`config.mk`:
```
export PLATFORM = sky130hd
export DESIGN_NAME = bounce_square
export DESIGN_NICKNAME = d
export VERILOG_FILES = /design/src/rtl/bounce_square.sv
export SDC_FILE = /design/constraint.sdc
export NUM_CORES = 1
export LEC_CHECK = 0
export CORE_MARGIN = 4
export CORE_UTILIZATION = 30
export CTS_CLUSTER_SIZE = 30
export DETAILED_ROUTE_END_ITERATION = 10
export PLACE_DENSITY = 0.5
export SYNTH_ARGS = -nofsm -noshare
export SYNTH_HDL_FRONTEND = slang
export SYNTH_SLANG_ARGS = --single-unit
```
`constraint.sdc`:
```
create_clock -name clk_pix -period 6.61 [get_ports clk_pix]
set_input_delay 0.9915 -clock clk_pix [delete_from_list [all_inputs] [get_ports clk_pix]]
set_output_delay 0.9915 -clock clk_pix [all_outputs]
set_load 0.01 [all_outputs]
```
`src/rtl/bounce_square.sv`:
```
`default_nettype none
// ============================================================================
//  Module      : bounce_square
//  Description : Draws a square that bounces off the edges of the active area.
//                The position is updated once per frame during vertical
//                blanking. Pixels go through a two-stage pipeline, so every
//                output lags its inputs by exactly two pixel clocks.
//  Revision    : 1.0  initial release
// ============================================================================
module bounce_square #(
    parameter int H_RES  = 640,
    parameter int V_RES  = 480,
    parameter int Q_SIZE = 32,
    parameter int SPEED  = 2
) (
    input  logic       clk_pix,
    input  logic       rst,
    input  logic [9:0] sx,
    input  logic [9:0] sy,
    input  logic       hsync,
    input  logic       vsync,
    input  logic       de,
    input  logic       run,
    output logic [3:0] vga_r,
    output logic [3:0] vga_g,
    output logic [3:0] vga_b,
    output logic       vga_hsync,
    output logic       vga_vsync,
    output logic [7:0] frame_cnt
);

    // All position arithmetic is 11 bits wide so that qx+Q_SIZE cannot wrap.
    localparam logic [10:0] c_X_LIM  = 11'(H_RES - Q_SIZE);
    localparam logic [10:0] c_Y_LIM  = 11'(V_RES - Q_SIZE);
    localparam logic [10:0] c_SPD    = 11'(SPEED);
    localparam logic [10:0] c_QSZ    = 11'(Q_SIZE);
    localparam logic [9:0]  c_V_TICK = 10'(V_RES);

    // Square state and frame bookkeeping
    logic [9:0]  r_qx;
    logic [9:0]  r_qy;
    logic        r_dx;
    logic        r_dy;
    logic [7:0]  r_frame_cnt;
    logic        r_frame_tick;

    // Pipeline stage 1
    logic        r_s1_de;
    logic        r_s1_hsync;
    logic        r_s1_vsync;
    logic        r_s1_in_sq;

    // Pipeline stage 2
    logic [11:0] r_colour;
    logic        r_s2_hsync;
    logic        r_s2_vsync;

    logic [10:0] w_sx;
    logic [10:0] w_sy;
    logic [10:0] w_qx;
    logic [10:0] w_qy;
    logic        w_in_sq;
    logic [10:0] w_qx_nxt;
    logic [10:0] w_qy_nxt;
    logic        w_dx_nxt;
    logic        w_dy_nxt;
    logic [11:0] w_colour;

    // One axis of motion: step by SPEED, clamp to the edge and reverse there.
    function automatic logic [11:0] f_step(input logic [10:0] q,
                                           input logic        d,
                                           input logic [10:0] lim);
        logic [10:0] q_n;
        logic        d_n;
        q_n = q;
        d_n = d;
        if (d) begin
            if (q >= lim - c_SPD) begin
                q_n = lim;
                d_n = 1'b0;
            end else begin
                q_n = q + c_SPD;
            end
        end else begin
            if (q <= c_SPD) begin
                q_n = 11'd0;
                d_n = 1'b1;
            end else begin
                q_n = q - c_SPD;
            end
        end
        return {d_n, q_n};
    endfunction

    assign w_sx = {1'b0, sx};
    assign w_sy = {1'b0, sy};
    assign w_qx = {1'b0, r_qx};
    assign w_qy = {1'b0, r_qy};

    // Pixel-inside-square test and next position for the coming frame tick.
    always_comb begin
        w_in_sq = (w_sx >= w_qx) && (w_sx < w_qx + c_QSZ) &&
                  (w_sy >= w_qy) && (w_sy < w_qy + c_QSZ);
        {w_dx_nxt, w_qx_nxt} = f_step(w_qx, r_dx, c_X_LIM);
        {w_dy_nxt, w_qy_nxt} = f_step(w_qy, r_dy, c_Y_LIM);
    end

    // Frame tick from the first blanking line, frame counter and motion.
    always_ff @(posedge clk_pix or posedge rst) begin
        if (rst) begin
            r_frame_tick <= 1'b0;
            r_frame_cnt  <= 8'd0;
            r_qx         <= 10'd0;
            r_qy         <= 10'd0;
            r_dx         <= 1'b1;
            r_dy         <= 1'b1;
        end else begin
            r_frame_tick <= (sy == c_V_TICK) && (sx == 10'd0);
            if (r_frame_tick) begin
                r_frame_cnt <= r_frame_cnt + 8'd1;
            end
            if (r_frame_tick && run) begin
                r_qx <= w_qx_nxt[9:0];
                r_qy <= w_qy_nxt[9:0];
                r_dx <= w_dx_nxt;
                r_dy <= w_dy_nxt;
            end
        end
    end

    // Stage 1: capture timing and the inside-square decision.
    always_ff @(posedge clk_pix or posedge rst) begin
        if (rst) begin
            r_s1_de    <= 1'b0;
            r_s1_hsync <= 1'b1;
            r_s1_vsync <= 1'b1;
            r_s1_in_sq <= 1'b0;
        end else begin
            r_s1_de    <= de;
            r_s1_hsync <= hsync;
            r_s1_vsync <= vsync;
            r_s1_in_sq <= w_in_sq;
        end
    end

    // Colour choice: black in blanking, palette on the square, background else.
    always_comb begin
        w_colour = 12'h000;
        if (r_s1_de) begin
            if (r_s1_in_sq) begin
                case (r_frame_cnt[5:4])
                    2'd0:    w_colour = 12'hFFF;
                    2'd1:    w_colour = 12'hF40;
                    2'd2:    w_colour = 12'h4F4;
                    default: w_colour = 12'h4CF;
                endcase
            end else begin
                w_colour = 12'h137;
            end
        end
    end

    // Stage 2: registered colour and syncs drive every output.
    always_ff @(posedge clk_pix or posedge rst) begin
        if (rst) begin
            r_colour   <= 12'h000;
            r_s2_hsync <= 1'b1;
            r_s2_vsync <= 1'b1;
        end else begin
            r_colour   <= w_colour;
            r_s2_hsync <= r_s1_hsync;
            r_s2_vsync <= r_s1_vsync;
        end
    end

    assign vga_r     = r_colour[11:8];
    assign vga_g     = r_colour[7:4];
    assign vga_b     = r_colour[3:0];
    assign vga_hsync = r_s2_hsync;
    assign vga_vsync = r_s2_vsync;
    assign frame_cnt = r_frame_cnt;

endmodule
`default_nettype wire

```
# After elaboration in Yosys (flattened, before gate mapping)

Index checks and enable logic that the tools add are counted.

Add/subtract/negate cells: 7
$lt $le $gt $ge: 8
Eq/ne operators: 3
Mux-type cells: 15
Reductions and logical operators: 7

Operators by type and width:

| kind                    | count |
|---|---|
| $mux W10                | 6 |
| $pmux W12 S3            | 1 |
| $mux W12                | 2 |
| $add A10 B6 Y11 const B | 2 |
| $lt A10 B11 Y1          | 2 |
| $add A10 B2 Y10 const B | 2 |
| $ge A10 B10 Y1          | 2 |
| $le A10 B2 Y1 const B   | 2 |
| $sub A10 B2 Y10 const B | 2 |
| $eq A10 B9 Y1 const B   | 1 |
| $ge A10 B10 Y1 const B  | 1 |
| $ge A10 B9 Y1 const B   | 1 |
| $logic_not A10 Y1       | 1 |
| $add A8 B1 Y8 const B   | 1 |
| $mux W1                 | 6 |
| $logic_and A1 B1 Y1     | 5 |
| $eq A2 B1 Y1 const B    | 1 |
| $eq A2 B2 Y1 const B    | 1 |
| $logic_not A2 Y1        | 1 |

Register bits: 49
Bits of input ports: 26

# Logic depth before layout (Yosys ltp)

Depth in word-level cells: 5
Mapped depth: 10

# Least setup slack after synthesis

OpenSTA, ideal clock, no wires.

Kind: input-to-reg
Start point: in sy[8]
End point: reg r_s1_in_sq
Library setup time: 0.105 ns
Arrival: 2.220 ns
Required time: 6.505 ns
Setup slack: 4.284 ns
Stages on the path: 5
Cell sequence: ha_1 -> a21o_1 -> a21o_1 -> a2111o_1 -> nor4b_1

Cells in the longest elaborated chain, start to end: 3

Ends and longest elaborated chain:

| item                    | line | text |
|---|---|---|
| start, declared         | 19   | `input logic [9:0] sy,` |
| $ge A10 B10 Y1          | 103  | `(w_sy >= w_qy) && (w_sy < w_qy + c_QSZ);` |
| $logic_and A1 B1 Y1     | 102  | `w_in_sq = (w_sx >= w_qx) && (w_sx < w_qx + c_QSZ) &&` |
| $logic_and A1 B1 Y1 (*) | 103  |  |
| net w_in_sq             | 62   | `logic w_in_sq;` |
| end signal, assigned    | 142  | `r_s1_in_sq <= w_in_sq;` |
| end, declared           | 51   | `logic r_s1_in_sq;` |

The timed path passes the listed nets; every way through them passes the cells marked *.
A chain may end at the register's enable or synchronous reset.

# Final worst setup path

Start point: in sx[1]
End point: reg r_s1_in_sq

Cells in the longest elaborated chain, start to end: 4

Ends and longest elaborated chain:

| item                                             | line | text |
|---|---|---|
| start, declared                                  | 18   | `input logic [9:0] sx,` |
| $lt A10 B11 Y1 or $ge A10 B10 Y1 (tied branches) | 102  |  |
| $logic_and A1 B1 Y1 (*) (2 in series)            | 102  |  |
| $logic_and A1 B1 Y1 (*)                          | 103  |  |
| net w_in_sq                                      | 62   |  |

Marks and branches as above.

==> results.sh <==
export IMPL_ir_worst_vdd_v=0.000114
export IMPL_ys_seq_area_frac=0.322
export IMPL_htreeDepth=2
export IMPL_end_kind="register"
export IMPL_worstPathMaxFanout=2
export IMPL_synth_area_um2=3370
export IMPL_ios=48
export IMPL_report_final_slew_viol_count=0
export IMPL_clock_latency_ns=0.28
export IMPL_powerDensity_nw_per_um2=141
export IMPL_setup_viol=0
export IMPL_clkTransAtPathRegs_ns=0.07
export IMPL_timing_hold_ws_ns=0.355
export IMPL_synth_seq_cells=43
export IMPL_synth_fp_nets=439
export IMPL_place_hpwl_mm=6.28
export IMPL_grt_usage=0.130
export IMPL_cts_root_buf="clkbuf_16"
export IMPL_worstMarginPinSlew_ns=0.953
export IMPL_comb_power_share=0.090
export IMPL_grt_pass1_vias=2892
export IMPL_arrival_ns=3.04
export IMPL_synth_cell_types=59
export IMPL_synthSimpleGateAreaFrac=0.181
export IMPL_pwr_share_clk=0.435
export IMPL_swShare=0.214
export IMPL_hp_class="reg2reg"
export IMPL_die_height_um=114
export IMPL_fin_crit_sh=0.434
export IMPL_cts_resized=0
export IMPL_rsz0062_at_grt="no"
export IMPL_synthArstFlopShare=1.00
export IMPL_p_leak_nw=1.61
export IMPL_drive_gt1_frac=0.0672
export IMPL_cts_setup_buffers=0
export IMPL_detail_route_antenna_nets=0
export IMPL_cpMostUsedCell="nor3_1"
export IMPL_cp_start_kind="primary input"
export IMPL_wl_mm=8.33
export IMPL_drcViolationCount=0
export IMPL_worstSetupPathType="in2reg"
export IMPL_clock_sinks=43
export IMPL_p_switching_uw=121
export IMPL_max_clock_path_buffers=2
export IMPL_finClkSkew_ns=0.00945
export IMPL_vias_per_cell=5.28
export IMPL_synth_top_family_by_area="compound AO/OA/AOI/OAI gates"
export IMPL_diodes=0
export IMPL_path_cells="clkdlybuf4s50_1, ha_1, nor3_1, nor3_1, a2111oi_0, a311oi_1, nor4b_1"
export IMPL_ys_warnings_count=0
export IMPL_routedWlPerCell_um=15.4
export IMPL_rows=38
export IMPL_power_frac_seq=0.475
export IMPL_finalSetupTns_ns=0
export IMPL_hold_viol=0
export IMPL_drv_cap=0
export IMPL_hold_buffers=0
export IMPL_ys_flop_type="dfrtp_1"
export IMPL_power_internal_uw=446
export IMPL_synthAdderAreaFrac=0.167
export IMPL_vias=2860
export IMPL_initial_core_util=0.308
export IMPL_netlist_instances=368
export IMPL_gp_congestion=0.839
export IMPL_grt_max_degree=44
export IMPL_die_w_um=114
export IMPL_period_needed_ns=2.87
export IMPL_synth_compound_area_frac=0.216
export IMPL_port_buffers=47
export IMPL_overflow=0
export IMPL_slew_limit_headroom=0.363
export IMPL_core_area_um2=10900
export IMPL_area_delta_synth_final_pct=19.4
export IMPL_cpPeakStageDelay_ns=0.59
export IMPL_synthMuxAreaShare=0.00928
export IMPL_nets=472
export IMPL_antenna_found_initial=0
export IMPL_grt_pass1_wl_mm=14.1
export IMPL_cp_required_ns=6.78
export IMPL_p_total_uw=567
export IMPL_die_area_um2=13000
export IMPL_cp_slowest_cell="a2111oi_0"
export IMPL_synth_area_per_cell_um2=9.16
export IMPL_synth_edf_count=0
export IMPL_synth_xor_area_share=0.0338
export IMPL_outcome="finished, final reports clean"
export IMPL_cts_tree="done"
export IMPL_cts_inserted_buffers=5
export IMPL_drt_iter0_drc=130
export IMPL_first_pass_iters=4
export IMPL_max_freq_ghz=0.349
==> placed cells by master (no fill, tap or decap), drive strengths merged, types with 3 or more instances in the layout <==
| cell | instances |
|---|---|
| nor4b | 3 |
| ha | 45 |
| o21ai | 22 |
| nor4 | 6 |
| a211oi | 10 |
| a31oi | 5 |
| nand2 | 22 |
| a21boi | 3 |
| clkbuf | 7 |
| a2111oi | 3 |
| nor2 | 24 |
| a21oi | 20 |
| nand3 | 14 |
| and2 | 6 |
| o221ai | 3 |
| or4 | 6 |
| dfrtp | 37 |
| inv | 27 |
| clkdlybuf4s50 | 47 |
| and3 | 3 |
| a32oi | 3 |
| dfstp | 6 |
| o31ai | 3 |
| xnor2 | 11 |
| a21o | 7 |
| nor3 | 13 |
| nand4 | 11 |
==> metal layers <==
layer	global-route usage	part of all wire	vias to the layer above
met1	0.175	0.47	1384
met4	0.0222	0.0041	0
met5	0	0	-
li1	-	-	1427
met2	0.220	0.49	45
met3	0.0244	0.036	4
==> worst max-delay path: cells and delay by family <==
family,cells,cell delay [ns]
compound gates,2,0.71
simple gates,3,0.60
buf+inv,1,0.43
fa+ha+maj,1,0.30
==> cells in the mapped netlist, types with 3 or more instances <==
library cell / instances / share of area
and3_1: 3 / 0.0056
clkbuf_1: 6 / 0.0067
nand2_1: 22 / 0.025
buf_6: 5 / 0.017
buf_2: 5 / 0.0074
o31ai_1: 3 / 0.0067
a21o_1: 7 / 0.016
a2111oi_0: 3 / 0.0078
xnor2_1: 11 / 0.029
or4_1: 3 / 0.0067
buf_4: 4 / 0.0089
nor2_1: 22 / 0.025
nor4_1: 6 / 0.011
o21ai_0: 21 / 0.031
nand3_1: 14 / 0.021
o221ai_1: 3 / 0.0078
or4_4: 3 / 0.010
nor4b_1: 3 / 0.0078
a211oi_1: 8 / 0.018
a21oi_1: 20 / 0.030
dfrtp_1: 37 / 0.27
a32oi_1: 3 / 0.0078
and2_1: 6 / 0.011
a31oi_1: 5 / 0.0093
inv_1: 27 / 0.030
nor3_1: 13 / 0.019
dfstp_2: 6 / 0.047
a21boi_0: 3 / 0.0067
nand4_1: 11 / 0.020
ha_1: 45 / 0.17
==> per-stage QoR <==
| step | util | worst slack [ns] | std cells | area, um2 |
|---|---|---|---|---|
| after CTS | 0.368 | 3.79 | 542 | 4020 |
| after detailed placement | 0.354 | 3.51 | 534 | 3880 |
| final | 0.368 | 3.74 | 542 | 4020 |
| after global routing | 0.368 | 3.47 | 542 | 4020 |
| after global placement | 0.354 | 3.55 | 534 | 3880 |
| after floorplan | - | 4.28 | 368 | 3370 |
==> registers in the layout, indices dropped and copies added, names as in the netlist, 8 cells and up <==
register / flops
r_colour: 8
frame_cnt: 8
r_qx: 9
r_qy: 9
==> power by group through the flow <==
stage	combinational, mW	sequential, mW	clock (mW)
floorplan	0.0213	0.275	0
global placement	0.0511	0.274	0
detailed placement	0.0519	0.274	0
CTS	0.0523	0.269	0.254
global route	0.0581	0.270	0.263
finish	0.0510	0.269	0.247
==> worst paths after layout <==
kind / startpoint / end / slack (ns) / cells after the start
worst min register to register: r_s1_hsync$_DFF_PP1_ / vga_hsync$_DFF_PP1_ / 0.35 / 0
min in group asynchronous: rst / r_qx[9]$_DFFE_PP0P_ / 1.24 / 2
max in group asynchronous: rst / r_colour[1]$_DFF_PP0_ / 4.80 / 2
worst max-delay path: sx[1] / r_s1_in_sq$_DFF_PP0_ / 3.74 / 7
worst min-delay path: r_s1_hsync$_DFF_PP1_ / vga_hsync$_DFF_PP1_ / 0.35 / 0
worst max register to register: r_qx[5]$_DFFE_PP0P_ / r_s1_in_sq$_DFF_PP0_ / 3.85 / 8
==> cell families after synthesis <==
| logic type | Yosys count |
|---|---|
| AOI/OAI and AO/OA | 102 |
| xor gates and xnor gates | 13 |
| adders and majority gates | 45 |
| buffers and inverters | 48 |
| DFF | 43 |
| muxes | 3 |
| and+or+nand+nor | 114 |
==> cell type report <==
cell class              count  area, um2
fillers                  1144       6910
multi-input cells         277       2050
flip-flops and latches     43       1080
repair buffers             47        470
well taps                 140        175
clock buffers               7        143
inverters                  27        101
clock inverters             1       5.00
Note: power is estimated with default switching activity, not from simulation.
